## config.mk

```make
export PLATFORM = sky130hd
export DESIGN_NAME = multi_cycle_washer
export DESIGN_NICKNAME = d
export VERILOG_FILES = /design/src/rtl/multi_cycle_washer.sv
export SDC_FILE = /design/constraint.sdc
export NUM_CORES = 1
export LEC_CHECK = 0
export ABC_AREA = 1
export CAP_MARGIN = 25
export CORE_MARGIN = 2
export CORE_UTILIZATION = 50
export CTS_CLUSTER_SIZE = 28
export DETAILED_ROUTE_END_ITERATION = 10
export PLACE_DENSITY_LB_ADDON = 0.25
export SLEW_MARGIN = 20
export SYNTH_ARGS = -nofsm -noshare
export SYNTH_HDL_FRONTEND = slang
export SYNTH_SLANG_ARGS = --single-unit
export TNS_END_PERCENT = 5
```

## constraint.sdc

```tcl
create_clock -name clk -period 2.45 [get_ports clk]
set_input_delay 0.245 -clock clk [delete_from_list [all_inputs] [get_ports clk]]
set_output_delay 0.245 -clock clk [all_outputs]
set_load 0.005 [all_outputs]
```

## src/rtl/multi_cycle_washer.sv

```systemverilog
// Washing-machine sequencer: fill, soak, wash, drain/rinse passes, spin.
// A door opening mid-run, or a fill or drain that times out, latches FAULT until reset.
module multi_cycle_washer #(
  parameter int TIMER_W     = 8,
  parameter int SOAK_TICKS  = 20,
  parameter int WASH_TICKS  = 40,
  parameter int RINSE_TICKS = 30,
  parameter int SPIN_TICKS  = 25,
  parameter int RINSE_COUNT = 2,
  parameter int LEVEL_LIMIT = 200
) (
  input  logic       clk,
  input  logic       rst_n,
  input  logic       start,
  input  logic       door,
  input  logic       fill,
  input  logic       soap_add,
  input  logic       drain,
  output logic       lock,
  output logic       fill_valve,
  output logic       drain_valve,
  output logic       motor,
  output logic       soak,
  output logic       wash,
  output logic       rinse,
  output logic       done,
  output logic       fault,
  output logic [3:0] state_o
);

  typedef enum logic [3:0] {
    IDLE  = 4'd0,
    FILL  = 4'd1,
    SOAK  = 4'd2,
    WASH  = 4'd3,
    DRAIN = 4'd4,
    RFILL = 4'd5,
    RINSE = 4'd6,
    SPIN  = 4'd7,
    DONE  = 4'd8,
    FAULT = 4'd9
  } state_t;

  // Timer value on the last cycle of each phase.
  localparam logic [TIMER_W-1:0] SOAK_LAST  = TIMER_W'(SOAK_TICKS - 1);
  localparam logic [TIMER_W-1:0] WASH_LAST  = TIMER_W'(WASH_TICKS - 1);
  localparam logic [TIMER_W-1:0] RINSE_LAST = TIMER_W'(RINSE_TICKS - 1);
  localparam logic [TIMER_W-1:0] SPIN_LAST  = TIMER_W'(SPIN_TICKS - 1);
  localparam logic [TIMER_W-1:0] LEVEL_LAST = TIMER_W'(LEVEL_LIMIT - 1);
  localparam logic [2:0]         RINSE_MAX  = 3'(RINSE_COUNT);

  state_t             state;
  state_t             state_nxt;
  logic [TIMER_W-1:0] timer;
  logic [2:0]         rinse_cnt;
  logic               running;

  assign running = (state != IDLE) && (state != DONE) && (state != FAULT);

  always_comb begin
    state_nxt = state;
    case (state)
      IDLE:  if (start && door) state_nxt = FILL;
      FILL: begin
        if (fill)                     state_nxt = SOAK;
        else if (timer >= LEVEL_LAST) state_nxt = FAULT;
      end
      SOAK:  if (timer >= SOAK_LAST && soap_add) state_nxt = WASH;
      WASH:  if (timer == WASH_LAST) state_nxt = DRAIN;
      DRAIN: begin
        if (drain)                    state_nxt = (rinse_cnt < RINSE_MAX) ? RFILL : SPIN;
        else if (timer >= LEVEL_LAST) state_nxt = FAULT;
      end
      RFILL: begin
        if (fill)                     state_nxt = RINSE;
        else if (timer >= LEVEL_LAST) state_nxt = FAULT;
      end
      RINSE: if (timer == RINSE_LAST) state_nxt = DRAIN;
      SPIN:  if (timer == SPIN_LAST) state_nxt = DONE;
      DONE:  if (!start) state_nxt = IDLE;
      FAULT: state_nxt = FAULT;
      default: state_nxt = FAULT;
    endcase
    // An open door during a run overrides every other transition.
    if (running && !door) state_nxt = FAULT;
  end

  always_ff @(posedge clk or negedge rst_n) begin
    if (!rst_n) begin
      state     <= IDLE;
      timer     <= '0;
      rinse_cnt <= '0;
    end else begin
      state <= state_nxt;
      if (state_nxt != state)
        timer <= '0;
      else if (timer != '1)
        timer <= timer + TIMER_W'(1);
      if (state == IDLE)
        rinse_cnt <= '0;
      else if (state_nxt == RINSE && state != RINSE)
        rinse_cnt <= rinse_cnt + 3'd1;
    end
  end

  always_comb begin
    lock        = 1'b0;
    fill_valve  = 1'b0;
    drain_valve = 1'b0;
    motor       = 1'b0;
    soak        = 1'b0;
    wash        = 1'b0;
    rinse       = 1'b0;
    done        = 1'b0;
    fault       = 1'b0;
    case (state)
      FILL:  begin lock = 1'b1; fill_valve = 1'b1; end
      SOAK:  begin lock = 1'b1; soak = 1'b1; end
      WASH:  begin lock = 1'b1; motor = 1'b1; wash = 1'b1; end
      DRAIN: begin lock = 1'b1; drain_valve = 1'b1; end
      RFILL: begin lock = 1'b1; fill_valve = 1'b1; end
      RINSE: begin lock = 1'b1; motor = 1'b1; rinse = 1'b1; end
      SPIN:  begin lock = 1'b1; drain_valve = 1'b1; motor = 1'b1; end
      DONE:  done = 1'b1;
      FAULT: begin drain_valve = 1'b1; fault = 1'b1; end
      default: ;
    endcase
  end

  assign state_o = state;

endmodule

```

# Yosys cells after proc, flatten, opt, wreduce, memory -nomap -nowiden
# Index checks and enable logic that the tools add are counted.
# totals
ff_bits	15
out_inout_bits	13
wordCells	67
# classes
addsub	2
n_lt_le_gt_ge	3
n_eq_ne	18
mux	26
n_reduce_logical	15
# op_table
op	count
$mux W4	11
$pmux W4 S9	1
$eq A4 B3 Y1 const B	5
$eq A8 B5 Y1 const B	2
$mux W8	2
$mux W1	9
$add A8 B1 Y8 const B	1
$eq A4 B2 Y1 const B	2
$eq A4 B4 Y1 const B	2
$eq A8 B6 Y1 const B	1
$ge A8 B5 Y1 const B	1
$ge A8 B8 Y1 const B	1
$ne A4 B4 Y1 const B	2
$ne A8 B8 Y1 const B	1
$reduce_or A7 Y1	1
$logic_and A1 B1 Y1	6
$mux W3	2
$reduce_or A3 Y1	2
$eq A4 B1 Y1 const B	1
$logic_not A4 Y1	1
$ne A4 B3 Y1 const B	1
$ne A4 B4 Y1	1
$reduce_bool A2 Y1	2
$reduce_bool A4 Y1	1
5 further kinds	5

# Logic depth before layout (Yosys ltp)
# Gate-level depths: netlist of the first run.
# depth
depth_word	9
ltp_mapped	15
depth_no_buf	15

# Worst setup path after synthesis of the first run
# Ideal clock, no wire load.
# synth_timing
kind	flip-flop to flip-flop
startpoint	register timer[0]
endpoint	register rinse_cnt[0]
arrival_time_ns	1.473
required_time_ns	2.332
path_slack_ns	0.859
stages_incl_launch_ff	16
path_buffers	0
period_less_slack_ns	1.591
cell_sequence	dfrtp_1 -> inv_1 -> ha_1 -> inv_1 -> nor2_1 -> nand2_1 -> nand2_1 -> nand2_2 -> inv_2 -> nand2_1 -> nor2_1 -> nand2_1 -> inv_1 -> nand2_1 -> nand3_1 -> nand2_1
# synth_between
elab_chain_cells	8
# synth_lines
element	line	rtl
start: declaration	54	logic [TIMER_W-1:0] timer;
start signal: assignment	98	timer <= timer + TIMER_W'(1);
$ge A8 B8 Y1 or $ge A8 B5 Y1 (tied branches)	-	
$mux W4 or $logic_and A1 B1 Y1 (tied branches)	-	
$mux W4, on equally long branches	-	
$pmux W4 S9 (*)	62	case (state)
$mux W4 (*)	85	if (running && !door) state_nxt = FAULT;
$eq A4 B3 Y1 (*)	101	else if (state_nxt == RINSE && state != RINSE)
$logic_and A1 B1 Y1 (*)	101	
$reduce_bool A2 Y1 (no line) (*)	-	
end signal: assignment	102	rinse_cnt <= rinse_cnt + 3'd1;
end: declaration	55	logic [2:0] rinse_cnt;
# Every way passes the cells marked *; elsewhere a longest branch is shown, timed or not.
# A chain may end at the register's enable or synchronous reset.

# Worst setup path after layout of the first run
# layout_timing
startpoint	register state[3] (netlist: state_o[3])
endpoint	output drain_valve
# layout_between
elab_chain_cells	3
# layout_lines
element	line	rtl
start: declaration	52	state_t state;
start signal: assignment	94	state <= state_nxt;
$eq A4 B4 Y1 or $eq A4 B3 Y1 (tied branches)	116	case (state)
$reduce_or A3 Y1 (no line) (*)	-	
$mux W1 (*)	116	
end: declaration	21	output logic drain_valve,
# Marked as above.

==> qor.yml, run 1 <==
run_status:
  run_status: "finished clean"
timing:
  hold_viol: 0
  slew-limit-headroom: 0.557
  number_of_pins_exceeding_their_max_slew_limit_in_the_final_report: 0
  totalNegativeSetupSlack_ps: 0
  clock_skew_ps: 3.08
  period_minus_slack_ps: 2120
  number_of_setup_violations_in_the_final_report: 0
  finalWorstSetupSlack_ps: 333
  setup_repair_after_global_routing_missed_its_margin: "false"
  fmax_ghz: 0.472
  worstMarginPinSlew_ps: 663
  finalCritPeriodShare: 0.864
clock_network:
  h-tree-depth: 1
  numCtsBuffers: 3
  cts_tree: "yes"
  postCtsResizedCells: 0
  cts_root_buffer: "clkbuf_4"
  cts_hold_buffers: 0
  clk_latency_ps: 290
  cts.sink_count: 15
  cts_max_path_buffers: 2
  cts_post_setup_buffers_inserted: 0
  cts.reportedPaths.clkPinSlew_ps: 80
global_route:
  maximum_number_of_pins_on_one_net_before_global_route_repair: 16
  antenna_found_initial: 0
  vias_in_the_first_global_route: 1201
  first_pass_grt_wire_length_um: 5430
  congestion_overflow_gr: 0
  grt_usage: 0.212
logic_synthesis:
  synthMostInstantiatedCell: "nand2_1"
  synthesis.nets: 224
  synthTopCellsByCount: "53 x nand2_1, 28 x inv_1, 26 x nor2_1, 24 x nand3_1, 15 x dfrtp_1"
  syn_area_per_cell_um2: 6.61
  synth_enable_flop_cells: 0
  yosysUniqueCellTypes: 28
  ys_warn_count: 0
  commonest_register_cell_after_synthesis: "dfrtp_1"
  ys_top_cells_by_area: "dfrtp_1 27%, nand2_1 14%, nand3_1 8.5%, inv_1 7.5%, nor3_2 7.1%"
  synthDominantAreaCellType: "dfrtp_1"
  flops_latches_synth: 15
  async_set_or_reset_register_ratio_after_synthesis: 1.00
  synth.top_cell.area_share: 0.266
  yosysSeqAreaShare: 0.266
  mapped_cell_area_mm2: 0.00141
  synthesis.instances: 213
route:
  route.vias.total: 1350
  post-route-drc-count: 0
  post_drt_wl_per_cell_um: 11.6
  first_iter_violations: 46
  route.antenna.remaining_nets: 0
  routed_wirelength_um: 3070
  drt-vias-per-instance: 5.11
  detail_route.first_pass.iterations: 4
critical_path:
  setup.worst_path.class: "register to primary output"
  worst-path-max-fanout: 9
  end_kind: "primary output"
  worst_ep_required_time_ps: 2200
  r2r_cells: 11
  cp.arrival_ps: 1870
  worstSetupStartpointType: "register"
final_layout:
  layout_fillers: 266
  synthToLayoutAreaGrowth_pct: 16.9
  diodes: 0
  multiInputGateArea_um2: 882
  finalNetCount: 245
  layout.area.seq_um2: 375
  layout-drive-gt1-share: 0.193
floorplan:
  die_x_um: 57.1
  floorplan.io_pins: 20
  initial_core_util: 0.520
  die-area_mm2: 0.00326
  number_of_placement_rows: 19
  floorplan.die.height_um: 57.1
  coreArea_mm2: 0.00271
job:
  timing.max_cap.violations: 0
power_and_ir_drop:
  peak_ir_drop_on_the_vdd_network_mv: 0.274
  leakagePower_nw: 0.832
  power.density_cell_area_mw_per_mm2: 246
  totalPowerFinal_mw: 0.406
placement:
  pre_cts_ws_ps: 651
  gp_congestion: 0.868
  hpwlAfterDp_um: 2500
  port-buffer-count: 19
hold_path:
  path_class_of_the_lowest_slack_min_delay_path: "input port to asynchronous set/reset pin"
path summary, 6_finish.rpt:
| kind | start | endpoint | slack (ps) |
|---|---|---|---|
| worst max-delay path | state_o[3] | drain_valve | 330 |
| max in group asynchronous | rst_n | state_o[3] | 1670 |
| min in group clk | rinse_cnt[0] | rinse_cnt[0] | 550 |
| worst min-delay path | rst_n | timer[3] | 360 |
| worst min register to register | rinse_cnt[0] | rinse_cnt[0] | 550 |
| worst max register to register | state_o[3] | timer[4] | 660 |
per-stage QoR:
stage | std cells | cell area, um^2 | utilization | hold WS (ps)
2_1_floorplan | 213 | 1410 | - | -50.6
3_3_place_gp | 260 | 1620 | 0.598 | 528
3_5_place_dp | 260 | 1620 | 0.598 | 530
4_1_cts | 264 | 1650 | 0.608 | 380
5_1_grt | 264 | 1650 | 0.608 | 399
6_report | 264 | 1650 | 0.608 | 358
cell type report:
class                   instances  area share
clock buffers                   4      0.0160
inverters                      35      0.0813
flip-flops and latches         15       0.228
multi-input cells             160       0.536
well taps                      31      0.0236
repair buffers                 19       0.116
cells by family after synthesis:
kind of cell,Yosys count,synth area share
compound gates,13,0.0551
xor+xnor,5,0.0311
fa+ha+maj,4,0.0355
buf+inv,38,0.107
flops,15,0.266
simple gates,138,0.504
critical path: stages (launching register included):
cell and delay [ps]:
dfrtp_1 600, inv_4 110, nor3_2 210, inv_1 90, nand3_1 70, clkdlybuf4s50_1 500
registers in the layout, indices dropped and copies added, names as in the netlist:
| name | count |
|---|---|
| rinse_cnt | 3 |
| state_o | 4 |
| timer | 8 |
power by group:
group          switching [mW]  leakage [nW]  internal, mW
combinational         0.00869         0.628       0.00945
sequential                  0         0.189         0.247
clock                  0.0768        0.0150        0.0633
total                  0.0854         0.832         0.320
placed cells by master (no fill, tap or decap), types with 2 or more instances in the layout:
master           Yosys  layout
nor2_1              26      26
nor2_4               3       3
nand2_1             53      53
inv_2                6       6
ha_1                 4       4
clkdlybuf4s50_1      0      19
o21ai_0              7       7
clkbuf_4             0       3
inv_1               28      28
nand3_2              2       2
dfrtp_1             15      15
nand2_2             10      10
nand3_1             24      24
nor3_2              10      10
nor2_2               5       5
xor2_1               5       5
layer usage:
metal,share of wire,vias up,track usage
li1,-,707,-
met1,0.52,615,0.332
met2,0.43,26,0.297
met3,0.037,2,0.0136
met4,0.0085,0,0.0997
met5,0,-,0
Power figures use the tool's default switching activity.
==> run 2: changes to the inputs <==
--- a/config.mk
+++ b/config.mk
@@ -11,6 +11,7 @@
 export CORE_UTILIZATION = 50
 export CTS_CLUSTER_SIZE = 28
 export DETAILED_ROUTE_END_ITERATION = 10
+export HOLD_SLACK_MARGIN = 0.05
 export PLACE_DENSITY_LB_ADDON = 0.25
 export SLEW_MARGIN = 20
 export SYNTH_ARGS = -nofsm -noshare
==> results of run 2 <==
The final DEF is identical to that of run 1; final timing and power are the same.
==> run 3: changes to the inputs <==
--- a/config.mk
+++ b/config.mk
@@ -8,7 +8,7 @@
 export ABC_AREA = 1
 export CAP_MARGIN = 25
 export CORE_MARGIN = 2
-export CORE_UTILIZATION = 50
+export CORE_UTILIZATION = 58
 export CTS_CLUSTER_SIZE = 28
 export DETAILED_ROUTE_END_ITERATION = 10
 export HOLD_SLACK_MARGIN = 0.05
==> run 3 against run 2 <==
Compared with the run above: wire length up 4.0%; global-route usage up 5.1 points; count of clock-buffer cells in the layout unchanged; highest routed layer unchanged.
==> qor.yml, run 3 (synthesis results as in run 1) <==
clock_network:
  clk_latency_ps: 290
  postCtsResizedCells: 0
  cts_hold_buffers: 0
  cts_root_buffer: "clkbuf_4"
  cts.reportedPaths.clkPinSlew_ps: 90
  cts_post_setup_buffers_inserted: 0
  cts_max_path_buffers: 2
  cts_tree: "yes"
  numCtsBuffers: 3
  cts.sink_count: 15
  h-tree-depth: 1
power_and_ir_drop:
  power_frac_clock: 0.350
  power.sequential.fraction: 0.605
  cell_internal_pwr_mw: 0.320
  leakagePower_nw: 0.832
  peak_ir_drop_on_the_vdd_network_mv: 0.244
  pwr-share-comb: 0.045
  switching_power_mw: 0.0891
  power.share.switching: 0.218
  power.density_cell_area_mw_per_mm2: 249
global_route:
  maximum_number_of_pins_on_one_net_before_global_route_repair: 16
  grt_usage: 0.264
  antenna_found_initial: 0
  congestion_overflow_gr: 0
  vias_in_the_first_global_route: 1236
  first_pass_grt_wire_length_um: 5490
critical_path:
  setup.worst_path.class: "register to primary output"
  critical_path.cell_chain: "inv_4, nor3_2, inv_1, nand3_1, clkdlybuf4s50_1"
  cp.arrival_ps: 1880
  worstSetupStartpointType: "register"
  end_kind: "primary output"
  worst_ep_required_time_ps: 2200
  reg2reg_from: "state_o[3]"
  critPathMaxStageDelay_ps: 610
  timing.critical_path.buf_inv: 3
  critical-path-top-delay-family: "buffers and inverters"
  timing.critical_path.from: "state_o[3]"
  cp_max_delay_cell: "dfrtp_1"
  worst-path-max-fanout: 9
final_layout:
  largest_register_ffs: 8
  diodes: 0
  layout_common_cells: "53 x nand2_1, 28 x inv_1, 26 x nor2_1"
  largest-register: "timer"
  layout_fillers: 200
  finalNetCount: 245
  synthToLayoutAreaGrowth_pct: 16.6
  layout-drive-gt1-share: 0.193
  layout.cells.most_common: "nand2_1"
route:
  detail_route.first_pass.iterations: 4
  post-route-drc-count: 0
  routed_wirelength_um: 3190
  first_iter_violations: 59
  post_drt_wl_per_cell_um: 12.2
  route.antenna.remaining_nets: 0
  route.vias.total: 1397
  drt-vias-per-instance: 5.35
job:
  timing.max_cap.violations: 0
timing:
  slew-limit-headroom: 0.563
  totalNegativeSetupSlack_ps: 0
  number_of_pins_exceeding_their_max_slew_limit_in_the_final_report: 0
  holdWs_ps: 351
  finalWorstSetupSlack_ps: 323
  hold_viol: 0
  clock_skew_ps: 8.46
  number_of_setup_violations_in_the_final_report: 0
  worstMarginPinSlew_ps: 653
  fmax_ghz: 0.470
  setup_repair_after_global_routing_missed_its_margin: "false"
  period_minus_slack_ps: 2130
  finalCritPeriodShare: 0.868
floorplan:
  coreArea_mm2: 0.00225
  floorplan.die.height_um: 53.3
  die_x_um: 53.3
  number_of_placement_rows: 17
  floorplan.io_pins: 20
  die-area_mm2: 0.00284
  initial_core_util: 0.625
placement:
  pre_cts_ws_ps: 622
  hpwlAfterDp_um: 2610
  port-buffer-count: 19
  gp_congestion: 0.923
run_status:
  run_status: "finished clean"
hold_path:
  path_class_of_the_lowest_slack_min_delay_path: "input port to asynchronous set/reset pin"
[run 3: cell counts in the layout (fill, tap and decap cells not counted)]
Identical to the previous run, type by type.
[run 3: per-stage QoR]
stage / instances / util / instance area, um^2 / total power [mW]
2_1_floorplan: 213 / - / 1410 / 0.255
5_1_grt: 261 / 0.729 / 1640 / 0.430
3_5_place_dp: 257 / 0.717 / 1620 / 0.271
3_3_place_gp: 257 / 0.717 / 1620 / 0.271
4_1_cts: 261 / 0.729 / 1640 / 0.412
6_report: 261 / 0.729 / 1640 / 0.409
[run 3: final cells by class]
type                    instances  area (um^2)  area share
well taps                      28         35.0      0.0213
flip-flops and latches         15          375       0.228
inverters                      35          134      0.0815
repair buffers                 19          190       0.116
multi-input cells             160          882       0.537
clock buffers                   4         26.3      0.0160
[run 3: final timing paths]
check	endpoint	cells past startpoint	slack [ps]
hold reg to reg	rinse_cnt[2]	2	550
min in group clk	rinse_cnt[2]	2	550
setup / recovery	drain_valve	5	320
max in group asynchronous	state_o[2]	1	1670
setup reg to reg	timer[4]	11	610
hold / removal	timer[0]	1	350
[run 3: layer usage]
| layer | track usage | vias to the layer above | part of all wire |
|---|---|---|---|
| met2 | 0.403 | 43 | 0.47 |
| met1 | 0.388 | 643 | 0.47 |
| met5 | 0 | - | 0 |
| li1 | - | 707 | - |
| met3 | 0.0311 | 4 | 0.057 |
| met4 | 0.0684 | 0 | 0.0091 |
[run 3: power by group through the flow]
stage	clock network, mW	registers [mW]	logic [mW]
floorplan	0	0.252	0.00219
global placement	0	0.252	0.0183
detailed placement	0	0.252	0.0187
CTS	0.146	0.247	0.0188
global route	0.162	0.247	0.0203
finish	0.143	0.247	0.0185
